===== config.mk =====
export PLATFORM = sky130hd
export DESIGN_NAME = cmd_frame_encoder
export DESIGN_NICKNAME = d
export VERILOG_FILES = /design/src/rtl/cmd_frame_encoder.sv
export SDC_FILE = /design/constraint.sdc
export NUM_CORES = 1
export LEC_CHECK = 0
export BUFFER_PORTS_ARGS = -buffer_cell sky130_fd_sc_hd__buf_2
export CORE_UTILIZATION = 37
export DETAILED_ROUTE_END_ITERATION = 8
export PLACE_DENSITY_LB_ADDON = 0.12
export SLEW_MARGIN = 20
export SYNTH_ARGS = -nofsm -noshare
export SYNTH_HDL_FRONTEND = slang
export SYNTH_SLANG_ARGS = --single-unit
export TNS_END_PERCENT = 5

===== constraint.sdc =====
create_clock -name clk -period 2.25 [get_ports clk]
set_input_delay 0.45 -clock clk [delete_from_list [all_inputs] [get_ports clk]]
set_output_delay 0.45 -clock clk [all_outputs]
set_load 0.005 [all_outputs]

===== src/rtl/cmd_frame_encoder.sv =====
// cmd_frame_encoder: framed, sequence-numbered, optionally LFSR-encrypted command byte stream.
// Revision 1.0
`default_nettype none

module cmd_frame_encoder #(
  parameter int         NUM_AXES      = 3,
  parameter logic [7:0] SYNC_BYTE     = 8'hA5,
  parameter int         REPEAT_CYCLES = 3840000,
  parameter logic [7:0] KEY_SEED      = 8'h5A
) (
  input  logic                  clk,
  input  logic                  reset,
  input  logic                  mode,
  input  logic [2*NUM_AXES-1:0] axes,
  input  logic                  enc_en,
  output logic [7:0]            tx_byte,
  output logic                  tx_valid,
  input  logic                  tx_ready,
  output logic                  busy,
  output logic                  frame_done,
  output logic [6:0]            seq
);

  localparam int AW = 2 * NUM_AXES;
  localparam int P  = (AW + 7) / 8;
  localparam int CW = $clog2(REPEAT_CYCLES + 1);
  localparam int IW = (P > 1) ? $clog2(P) : 1;
  localparam logic [CW-1:0] RPT_LAST = CW'(REPEAT_CYCLES - 1);
  localparam logic [IW-1:0] LAST_IDX = IW'(P - 1);

  typedef enum logic [2:0] {
    IDLE = 3'd0,
    SYNC = 3'd1,
    HDR  = 3'd2,
    PAY  = 3'd3,
    CSUM = 3'd4
  } state_t;

  state_t          state;
  logic            snap_mode;
  logic [AW-1:0]   snap_axes;
  logic            snap_enc;
  logic [CW-1:0]   rpt_cnt;
  logic            pending;
  logic [7:0]      lfsr;
  logic [7:0]      csum;
  logic [IW-1:0]   idx;

  logic            hs;
  logic            trigger;
  logic [7:0]      lfsr_next;
  logic [7:0]      key_next;
  logic [7:0]      hdr_byte;
  logic [8*P-1:0]  pay_vec;
  logic [IW-1:0]   load_idx;
  logic [7:0]      pay_byte;
  logic [7:0]      pay_enc;

  always_comb begin
    hs        = tx_valid && tx_ready;
    trigger   = pending || ({mode, axes} != {snap_mode, snap_axes}) || (rpt_cnt >= RPT_LAST);
    lfsr_next = {lfsr[6:0], lfsr[7] ^ lfsr[5] ^ lfsr[4] ^ lfsr[3]};
    // Payload bytes are keyed with the post-advance LFSR value because they
    // are loaded in the same cycle the previous byte's handshake advances it.
    key_next  = snap_enc ? lfsr_next : 8'h00;
    hdr_byte  = {snap_mode, seq} ^ (snap_enc ? lfsr : 8'h00);
    pay_vec   = '0;
    pay_vec[AW-1:0] = snap_axes;
    load_idx  = (state == PAY) ? idx + 1'b1 : '0;
    pay_byte  = 8'h00;
    for (int k = 0; k < P; k++) begin
      if (load_idx == IW'(k)) pay_byte = pay_vec[8*k +: 8];
    end
    pay_enc   = pay_byte ^ key_next;
  end

  always_ff @(posedge clk) begin
    if (!reset) begin
      state      <= IDLE;
      tx_byte    <= 8'h00;
      tx_valid   <= 1'b0;
      busy       <= 1'b0;
      frame_done <= 1'b0;
      seq        <= 7'd0;
      snap_mode  <= 1'b0;
      snap_axes  <= '0;
      snap_enc   <= 1'b0;
      rpt_cnt    <= '0;
      pending    <= 1'b1;
      lfsr       <= KEY_SEED;
      csum       <= 8'h00;
      idx        <= '0;
    end else begin
      frame_done <= 1'b0;
      if (rpt_cnt != '1) rpt_cnt <= rpt_cnt + 1'b1;
      case (state)
        IDLE: begin
          if (trigger) begin
            snap_mode <= mode;
            snap_axes <= axes;
            snap_enc  <= enc_en;
            rpt_cnt   <= '0;
            pending   <= 1'b0;
            tx_byte   <= SYNC_BYTE;
            tx_valid  <= 1'b1;
            busy      <= 1'b1;
            state     <= SYNC;
          end
        end
        SYNC: begin
          if (hs) begin
            tx_byte <= hdr_byte;
            csum    <= hdr_byte;
            state   <= HDR;
          end
        end
        HDR: begin
          if (hs) begin
            if (snap_enc) lfsr <= lfsr_next;
            tx_byte <= pay_enc;
            csum    <= csum ^ pay_enc;
            idx     <= '0;
            state   <= PAY;
          end
        end
        PAY: begin
          if (hs) begin
            if (snap_enc) lfsr <= lfsr_next;
            if (idx == LAST_IDX) begin
              tx_byte <= csum;
              state   <= CSUM;
            end else begin
              tx_byte <= pay_enc;
              csum    <= csum ^ pay_enc;
              idx     <= idx + 1'b1;
            end
          end
        end
        CSUM: begin
          if (hs) begin
            tx_valid   <= 1'b0;
            busy       <= 1'b0;
            frame_done <= 1'b1;
            seq        <= seq + 1'b1;
            state      <= IDLE;
          end
        end
        default: state <= IDLE;
      endcase
    end
  end

endmodule

`default_nettype wire


==> impl_metrics.toml, run 1 <==
[floorplan]
coreArea_mm2 = 0.00937
die_area_mm2 = 0.0103
start_util_pct = 38.9
fp.dieH_um = 101
rows = 35
io_pins = 29
die_w_um = 101

[timing]
setup_tns_ns = 0
fin_worst_skew_ns = 0.0151
fin_crit_sh_pct = 92.7
min_period_ns = 2.09
maxSlewViolCount = 0
max_freq_mhz = 479
hold_viol = 0
rsz0062_at_grt = "false"
setup_viol = 0
whs_ns = 0.372
slew_headroom_pct = 53.0
worstMarginPinSlew_ns = 0.705

[synthesis]
synthFlopType = "dfxtp_1"
yosysTopAreaCell = "dfxtp_1"
muxShareOfSynthArea_pct = 7.14
synthSimpleGateAreaFrac_pct = 23.9
syn_nets = 457
synth_xor_area_share_pct = 10.3
synth_cells = 444
synth_area_mm2 = 0.00365
syn_area_per_cell_um2 = 8.21
ys_async_sr_fraction_pct = 0
yosysUniqueCellTypes = 56
synth_compound_area_share_pct = 17.1
synth_edf_count = 0
synth_top_family_by_area = "simple AND/OR/NAND/NOR gates"
seq_area_frac_synth_pct = 36.8
yosysWarningCount = 0
synth_seq_cells = 67
yosysTopAreaCellShare_pct = 36.8
ys_top_cells_by_area = "dfxtp_1 (37%), xor2_1 (8.2%), mux2i_1 (7.1%)"
synth_adder_area_share_pct = 0.686

[power]
vdd_drop_max_mv = 0.318
power_leakage_nw = 1.77
total_power_w = 0.00257
powerDensity_mw_per_mm2 = 606

[placed_design]
post-dp-hpwl_um = 6530
place.gp.congestion = 0.818
placed_area_mm2 = 0.00403
portBuffers = 28

[setup_path]
worst_path_largest_cell_delay_ns = 0.43
crit_required_ns = 2.51
cp-end-kind = "register"
r2r_end = "snap_enc"
path_max_fanout = 7
rrSetupSlack_ns = 0.16
r2r_cells = 7
critPathLaunchType = "register"
worstSetupPathType = "register to register"
r2r_start = "rpt_cnt[0]"
slowest_stage = "or4_1"
crit_family = "simple AND/OR/NAND/NOR gates"
path_cells = "ha_1 -> nand3_1 -> or4_1 -> o211a_1 -> a21oi_4 -> buf_4 -> mux2i_1"
worstPathArrival_ns = 2.35
critPathBufInv = 1

[grt]
track_usage_pct = 18.7
overflow = 0
grt_start_max_net_pins = 44
grt_pass1_vias = 3018
grt_antenna_before_repair = 0
grt_pass1_wl_um = 14900

[detailed_routing]
detail_route.wl_per_cell_um = 15.0
drc = 0
routed_wl_um = 9160
vias_per_cell = 5.26
drtIter0Drc = 115
vias = 3219
ant_nets = 0
drt_pre_antenna_iters = 5

[clock_network]
cts.htree.levels = 3
clk_latency_ns = 0.34
clk_pin_slew_ns = 0.08
hold_buffers = 0
clockBufferDepth = 2
clock-sinks = 67
root_buffer = "clkbuf_8"
cts_tree = "built"
numCtsBuffers = 9

[layout]
multiInputGateArea_mm2 = 0.00217
final_area_mm2 = 0.00424
final_nets = 493
syn_to_final_growth_pct = 16.3
seq_area_mm2 = 0.00134
drive_gt1_share_pct = 16.1
diodes = 0
fillCellCount = 977

[min_path]
hp-start = "axes[2]"
hp-class = "input port to register"
worstHoldEndpoint = "snap_axes[2]"
hold_depth = 3

[outcome]
status = "finished, final reports clean"

[flow_run]
cap_violations = 0
==> what timing repair did <==
action	CTS	global route
setup buffers	0	1
resized for setup	0	4
endpoints found under the setup margin	0	8
==> worst max-delay path by stage <==
stage,from,endpoint,slack [ns],depth (start not counted)
after global routing,rpt_cnt[0],snap_axes[0],0.01,7
after global placement,rpt_cnt[0],snap_axes[3],0.14,7
final,rpt_cnt[0],snap_enc,0.16,7
after detailed placement,rpt_cnt[0],snap_axes[3],0.1,7
after floorplan,rpt_cnt[0],snap_axes[0],0.21,8
after CTS,rpt_cnt[0],snap_enc,0.09,7
==> cell usage in the layout (no fill, tap or decap), types with 3 or more instances in the layout <==
cell,Yosys,final
dfxtp_1,67,67
nand2_1,52,52
nor2_1,35,35
xor2_1,34,34
nor3_1,29,29
buf_2,3,28
mux2i_1,26,26
o21ai_0,25,25
buf_4,1,24
a21oi_1,20,20
nand3_1,12,12
and3_1,11,11
clkbuf_8,0,10
xnor2_1,9,9
o2111ai_1,8,8
nor4_1,6,6
o211ai_1,6,6
nand2b_1,6,6
o21a_1,5,5
and2_1,5,5
inv_1,4,4
o311a_1,4,4
or3_1,3,3
nand4_1,3,3
a21o_1,3,3
a211oi_1,3,3
==> power by group <==
part / switching, W / internal [W] / total [W] / leakage (nW)
Sequential: 0.0000411 / 0.00122 / 0.00126 / 0.544
Clock: 0.000438 / 0.000527 / 0.000966 / 0.0950
Combinational: 0.000198 / 0.000143 / 0.000340 / 1.13
==> registers in the layout (all words and copies together), names as in the netlist <==
signal,count
busy,1
csum,8
frame_done,1
lfsr,8
pending,1
rpt_cnt,22
seq,7
snap_axes,6
snap_enc,1
snap_mode,1
state,3
tx_byte,8
==> metrics by stage <==
stage	utilization [%]	cells	worst slack [ns]
2_1_floorplan	-	444	0.213
3_3_place_gp	43.0	596	0.136
3_5_place_dp	43.0	596	0.0960
4_1_cts	45.0	610	0.0870
5_1_grt	45.2	612	0.0108
6_report	45.2	612	0.164
==> tightest hold or removal path, delay by kind of cell <==
| family | cells | cell delay (ns) |
|---|---|---|
| AND/OR/NAND/NOR | 1 | 0.05 |
| buffers and inverters | 1 | 0.11 |
| multiplexers | 1 | 0.05 |
==> kinds of logic after synthesis <==
group,after synthesis
buffers and inverters,35
adders and majority gates,2
muxes,26
xor gates and xnor gates,43
and+or+nand+nor,178
AOI/OAI and AO/OA,93
DFF,67
==> cells in the mapped netlist (all sizes together) (2+ instances only) <==
cell	n
o21ai	26
nand2b	6
ha	2
and2	5
xnor2	9
o21a	5
or3	3
a21bo	2
or2	2
nor3	29
o31ai	2
a21boi	2
nand4	4
nand3	13
a21oi	21
o311a	4
buf	5
and4	2
a21o	3
and3	11
mux2i	26
o2111ai	8
nor3b	2
nand2	52
nor2	36
nor2b	2
dfxtp	67
a211oi	3
inv	4
xor2	34
or4	2
o211ai	6
clkbuf	25
nor4	6
==> final cells by class <==
type	instances	area share, %
clock buffers	11	3.33
clock inverters	3	0.944
flip-flops and latches	67	31.6
inverters	5	0.443
well taps	129	3.81
repair buffers	55	8.76
multi-input cells	342	51.1
==> per-layer routing <==
layer	wire, µm	part of all wire, %	track usage, %
met5	0	0	0
met4	38	0.42	5.91
met3	451	4.9	2.83
met2	3760	41	27.5
met1	4900	54	27.8
Power figures use the tool's default switching activity.
==> run 2: changes to the inputs <==
--- a/config.mk
+++ b/config.mk
@@ -7,6 +7,7 @@
 export LEC_CHECK = 0
 export BUFFER_PORTS_ARGS = -buffer_cell sky130_fd_sc_hd__buf_2
 export CORE_UTILIZATION = 37
+export CTS_BUF_LIST = sky130_fd_sc_hd__clkbuf_16
 export DETAILED_ROUTE_END_ITERATION = 8
 export PLACE_DENSITY_LB_ADDON = 0.12
 export SLEW_MARGIN = 20
==> run 2 against run 1 <==
Against the previous run: count of clock-buffer cells in the layout down 2; register-to-register slack about the same; via count up 0.84%; total power up 14%; routed wire length up 1.0%; largest cell class unchanged; largest power group is now the clock network.
==> impl_metrics.toml, run 2 (synthesis results as in run 1) <==
[layout]
largest_reg_flops = 22
post-route-util_pct = 46.4
multiInputGateArea_mm2 = 0.00217
regMostFlops = "rpt_cnt"
syn_to_final_growth_pct = 19.4
final_common_cell = "dfxtp_1"
final_nets = 494
diodes = 0
fillCellCount = 969
seq_area_mm2 = 0.00134
final_cell_mix = "dfxtp_1 (67), nand2_1 (52), nor2_1 (35), xor2_1 (34), nor3_1 (29)"
drive_gt1_share_pct = 16.1

[grt]
track_usage_pct = 18.7
overflow = 0
grt_start_max_net_pins = 44
grt_antenna_before_repair = 0
grt_pass1_vias = 3015
grt_pass1_wl_um = 14900

[timing]
slew_headroom_pct = 54.0
maxSlewViolCount = 0
rsz0062_at_grt = "false"
setup_viol = 0
setup_tns_ns = 0
min_period_ns = 2.08
fin_worst_skew_ns = 0.0109
max_freq_mhz = 480
fin_crit_sh_pct = 92.5
worstMarginPinSlew_ns = 0.690
hold_viol = 0

[clock_network]
cts_tree = "built"
cts.htree.levels = 3
clk_pin_slew_ns = 0.06
hold_buffers = 0
numCtsBuffers = 9
clock-sinks = 67
root_buffer = "clkbuf_16"
clk_latency_ns = 0.32
clockBufferDepth = 2

[detailed_routing]
routed_wl_um = 9250
vias = 3246
ant_nets = 0
detail_route.wl_per_cell_um = 15.1
drt_pre_antenna_iters = 4
drc = 0
vias_per_cell = 5.30
drtIter0Drc = 149

[min_path]
hp-class = "input port to register"
hp-start = "axes[2]"
hold_depth = 3
worstHoldEndpoint = "snap_axes[2]"

[setup_path]
path_cells = "ha_1 -> nand3_1 -> or4_1 -> o211a_1 -> a21oi_4 -> buf_4 -> mux2i_1"
path_max_fanout = 6
cp-end-kind = "register"
worstSetupPathType = "register to register"
r2r_start = "rpt_cnt[0]"
r2r_end = "snap_enc"
worst_path_largest_cell_delay_ns = 0.43
critPathLaunchType = "register"
crit_required_ns = 2.50
rrSetupSlack_ns = 0.17
r2r_cells = 7
slowest_stage = "or4_1"
worstPathArrival_ns = 2.33

[floorplan]
die_area_mm2 = 0.0103
die_w_um = 101
coreArea_mm2 = 0.00937
fp.dieH_um = 101
rows = 35
start_util_pct = 38.9
io_pins = 29

[placed_design]
place.gp.congestion = 0.818
portBuffers = 28
post-dp-hpwl_um = 6530

[power]
power_leakage_nw = 1.82
powerDensity_mw_per_mm2 = 674
vdd_drop_max_mv = 0.381

[outcome]
status = "finished, final reports clean"

[flow_run]
cap_violations = 0
## run 2: cell types whose count changed in the layout (fill, tap and decap cells not counted), sizes merged
| cell | change |
|---|---|
| clkbuf | -2 |
| buf | +1 |
| clkinv | +1 |
| inv | +1 |
## run 2: cell type report
class                           count  area share (%)
Clock buffer                        9            5.18
Clock inverter                      5            1.09
Inverter                            5           0.431
Multi-Input combinational cell    342            49.8
Sequential cell                    67            30.8
Tap cell                          129            3.71
Timing Repair Buffer               56            9.00
## run 2: through the flow
step	cell area [µm²]	instances	hold WS (ns)	setup slack (ns)	power [W]
6_report	4350	613	0.387	0.168	0.00293
4_1_cts	4310	610	0.385	0.0892	0.00295
3_5_place_dp	4030	596	0.449	0.0960	0.00162
5_1_grt	4350	613	0.389	0.0169	0.00307
3_3_place_gp	4030	596	0.442	0.136	0.00162
2_1_floorplan	3650	444	0.427	0.213	0.00150
## run 2: what timing repair did
item,4_1_cts,5_1_grt
setup buffers,0,2
endpoints found under the setup margin,0,8
resized for setup,0,4
## run 2: critical path: cells and delay by family, from the launching register on
| kind | cells | cell delay (ns) |
|---|---|---|
| simple gates | 2 | 0.53 |
| compound gates | 2 | 0.52 |
| buf+inv | 1 | 0.21 |
| mux | 1 | 0.18 |
| flops | 1 | 0.38 |
| fa+ha+maj | 1 | 0.20 |
## run 2: how the worst max path moves through the flow
| stage | start | endpoint | cells past startpoint |
|---|---|---|---|
| 6_report | rpt_cnt[0] | snap_enc | 7 |
| 2_1_floorplan | rpt_cnt[0] | snap_axes[0] | 8 |
| 5_1_grt | rpt_cnt[0] | tx_byte[5] | 8 |
| 4_1_cts | rpt_cnt[0] | snap_enc | 7 |
| 3_5_place_dp | rpt_cnt[0] | snap_axes[3] | 7 |
| 3_3_place_gp | rpt_cnt[0] | snap_axes[3] | 7 |
## run 2: report_power, final
group          internal, W  switching, W  total (W)
clock             0.000832      0.000483    0.00132
sequential         0.00123     0.0000414    0.00127
combinational     0.000150      0.000200   0.000350
total              0.00221      0.000725    0.00293
## run 2: per-layer routing
layer | global-route usage (%) | vias to the layer above | part of all wire (%)
met2 | 27.6 | 62 | 41
met3 | 2.83 | 7 | 4.4
met1 | 27.8 | 1519 | 53
met4 | 5.91 | 0 | 0.80
met5 | 0 | - | 0
li1 | - | 1658 | -
==> run 3: changes to the inputs <==
--- a/config.mk
+++ b/config.mk
@@ -9,7 +9,7 @@
 export CORE_UTILIZATION = 37
 export CTS_BUF_LIST = sky130_fd_sc_hd__clkbuf_16
 export DETAILED_ROUTE_END_ITERATION = 8
-export PLACE_DENSITY_LB_ADDON = 0.12
+export PLACE_DENSITY = 0.62
 export SLEW_MARGIN = 20
 export SYNTH_ARGS = -nofsm -noshare
 export SYNTH_HDL_FRONTEND = slang
==> constraint.sdc (replaced) <==
create_clock -name clk -period 2.05 [get_ports clk]
set_input_delay 0.41 -clock clk [delete_from_list [all_inputs] [get_ports clk]]
set_output_delay 0.41 -clock clk [all_outputs]
set_load 0.005 [all_outputs]
==> run 3 against run 2 <==
Against the previous run: global-route usage up 0.53 points; hold slack got worse by 0.032 ns; highest routed layer unchanged; count of clock-buffer cells in the layout unchanged; clock power rose by 9.8%; non-clock buffer count rose by 22; register-to-register slack got worse by 0.14 ns; critical path depth rose by 1; core utilization is 1.7 points higher.
==> impl_metrics.toml, run 3 (synthesis results as in run 1) <==
[outcome]
status = "finished, final reports clean"

[layout]
multiInputGateArea_mm2 = 0.00219
final_common_cell = "dfxtp_1"
diodes = 0
drive_gt1_share_pct = 20.5
seq_area_mm2 = 0.00134
final_area_mm2 = 0.00451
syn_to_final_growth_pct = 23.8
largest_reg_flops = 22
fillCellCount = 929
regMostFlops = "rpt_cnt"
final_nets = 516
final_cell_mix = "dfxtp_1 (67), nand2_1 (52), buf_4 (48), nor2_1 (35), xor2_1 (34)"

[timing]
slew_headroom_pct = 57.2
maxSlewViolCount = 0
fin_crit_sh_pct = 98.7
whs_ns = 0.355
worstMarginPinSlew_ns = 0.638
fin_worst_skew_ns = 0.00828
max_freq_mhz = 494
setup_viol = 0
hold_viol = 0
min_period_ns = 2.02
rsz0062_at_grt = "true"

[detailed_routing]
detail_route.wl_per_cell_um = 14.6
ant_nets = 0
drtIter0Drc = 162
routed_wl_um = 9310
drt_pre_antenna_iters = 5
drc = 0
vias = 3421
vias_per_cell = 5.37

[setup_path]
path_max_fanout = 13
worstPathArrival_ns = 2.22
crit_required_ns = 2.25
cp-end-kind = "register"
rrSetupSlack_ns = 0.03
worstSetupPathType = "register to register"
critPathLaunchType = "register"

[clock_network]
numCtsBuffers = 9
hold_buffers = 0
clock-sinks = 67
cts_tree = "built"
cts.htree.levels = 3
root_buffer = "clkbuf_16"
clk_latency_ns = 0.33
clockBufferDepth = 2
clk_pin_slew_ns = 0.05

[placed_design]
placed_area_mm2 = 0.00418
post-dp-hpwl_um = 6650
place.gp.congestion = 0.845
portBuffers = 28

[floorplan]
io_pins = 29
coreArea_mm2 = 0.00937
fp.dieH_um = 101
rows = 35
die_w_um = 101
start_util_pct = 38.9
die_area_mm2 = 0.0103

[power]
power_leakage_nw = 1.93
vdd_drop_max_mv = 0.346
powerDensity_mw_per_mm2 = 717

[flow_run]
cap_violations = 0

[grt]
grt_pass1_wl_um = 15300
grt_antenna_before_repair = 0
grt_start_max_net_pins = 41
grt_pass1_vias = 3123
track_usage_pct = 19.2
overflow = 0

[min_path]
hp-class = "input port to register"
[run 3: area by class of cell]
type / count / share of cell area, %
tap: 129 / 3.58
timing repair buffer: 78 / 11.6
multi-input combinational: 342 / 48.5
clock inverter: 7 / 1.19
inverter: 5 / 0.416
clock buffer: 9 / 4.99
sequential: 67 / 29.7
[run 3: critical path: stages (launching register included)]
cell      delay [ns]
dfxtp_1         0.34
ha_2            0.19
nand3_1         0.11
or4_4           0.46
buf_6           0.17
o211ai_1        0.23
o21ai_1         0.11
buf_4           0.18
mux2i_1         0.12
[run 3: metrics by stage]
step | setup TNS [ns] | worst slack (ns) | power [W] | instances | utilization (%)
final | 0 | 0.0259 | 0.00324 | 637 | 48.2
after global routing | -0.646 | -0.0622 | 0.00337 | 637 | 48.2
after CTS | 0 | 0.00378 | 0.00325 | 637 | 47.8
after detailed placement | -1.55 | -0.168 | 0.00180 | 619 | 44.6
after global placement | -0.659 | -0.0842 | 0.00179 | 619 | 44.6
after floorplan | 0 | 0.0131 | 0.00165 | 444 | -
[run 3: what timing repair did]
| action | in CTS | in global routing |
|---|---|---|
| gates resized for setup | 1 | 7 |
| endpoints found under the setup margin | 27 | 29 |
| pin swaps | 1 | 2 |
| buffers inserted | 2 | 0 |
| hold endpoints to repair | 0 | 0 |
[run 3: path summary, 6_finish.rpt]
check / from / to / cells past startpoint
min reg2reg: tx_byte[3] / tx_byte[3] / 2
min: enc_en / snap_enc / 3
max: rpt_cnt[0] / tx_byte[2] / 8
max reg2reg: rpt_cnt[0] / tx_byte[2] / 8
[run 3: power by group]
group	leakage (nW)	switching (W)	total (W)	internal [W]
combinational	1.23	0.000227	0.000403	0.000175
sequential	0.544	0.0000447	0.00139	0.00135
clock	0.152	0.000530	0.00145	0.000916
total	1.93	0.000802	0.00324	0.00244
[run 3: metal layers]
metal  vias to the layer above  global-route usage, %  routed length [µm]
li1                       1710                      -                   -
met2                        77                   29.8                4160
met5                         -                      0                   0
met1                      1623                   26.6                4640
met3                        11                   2.62                 378
met4                         0                   8.47                 133
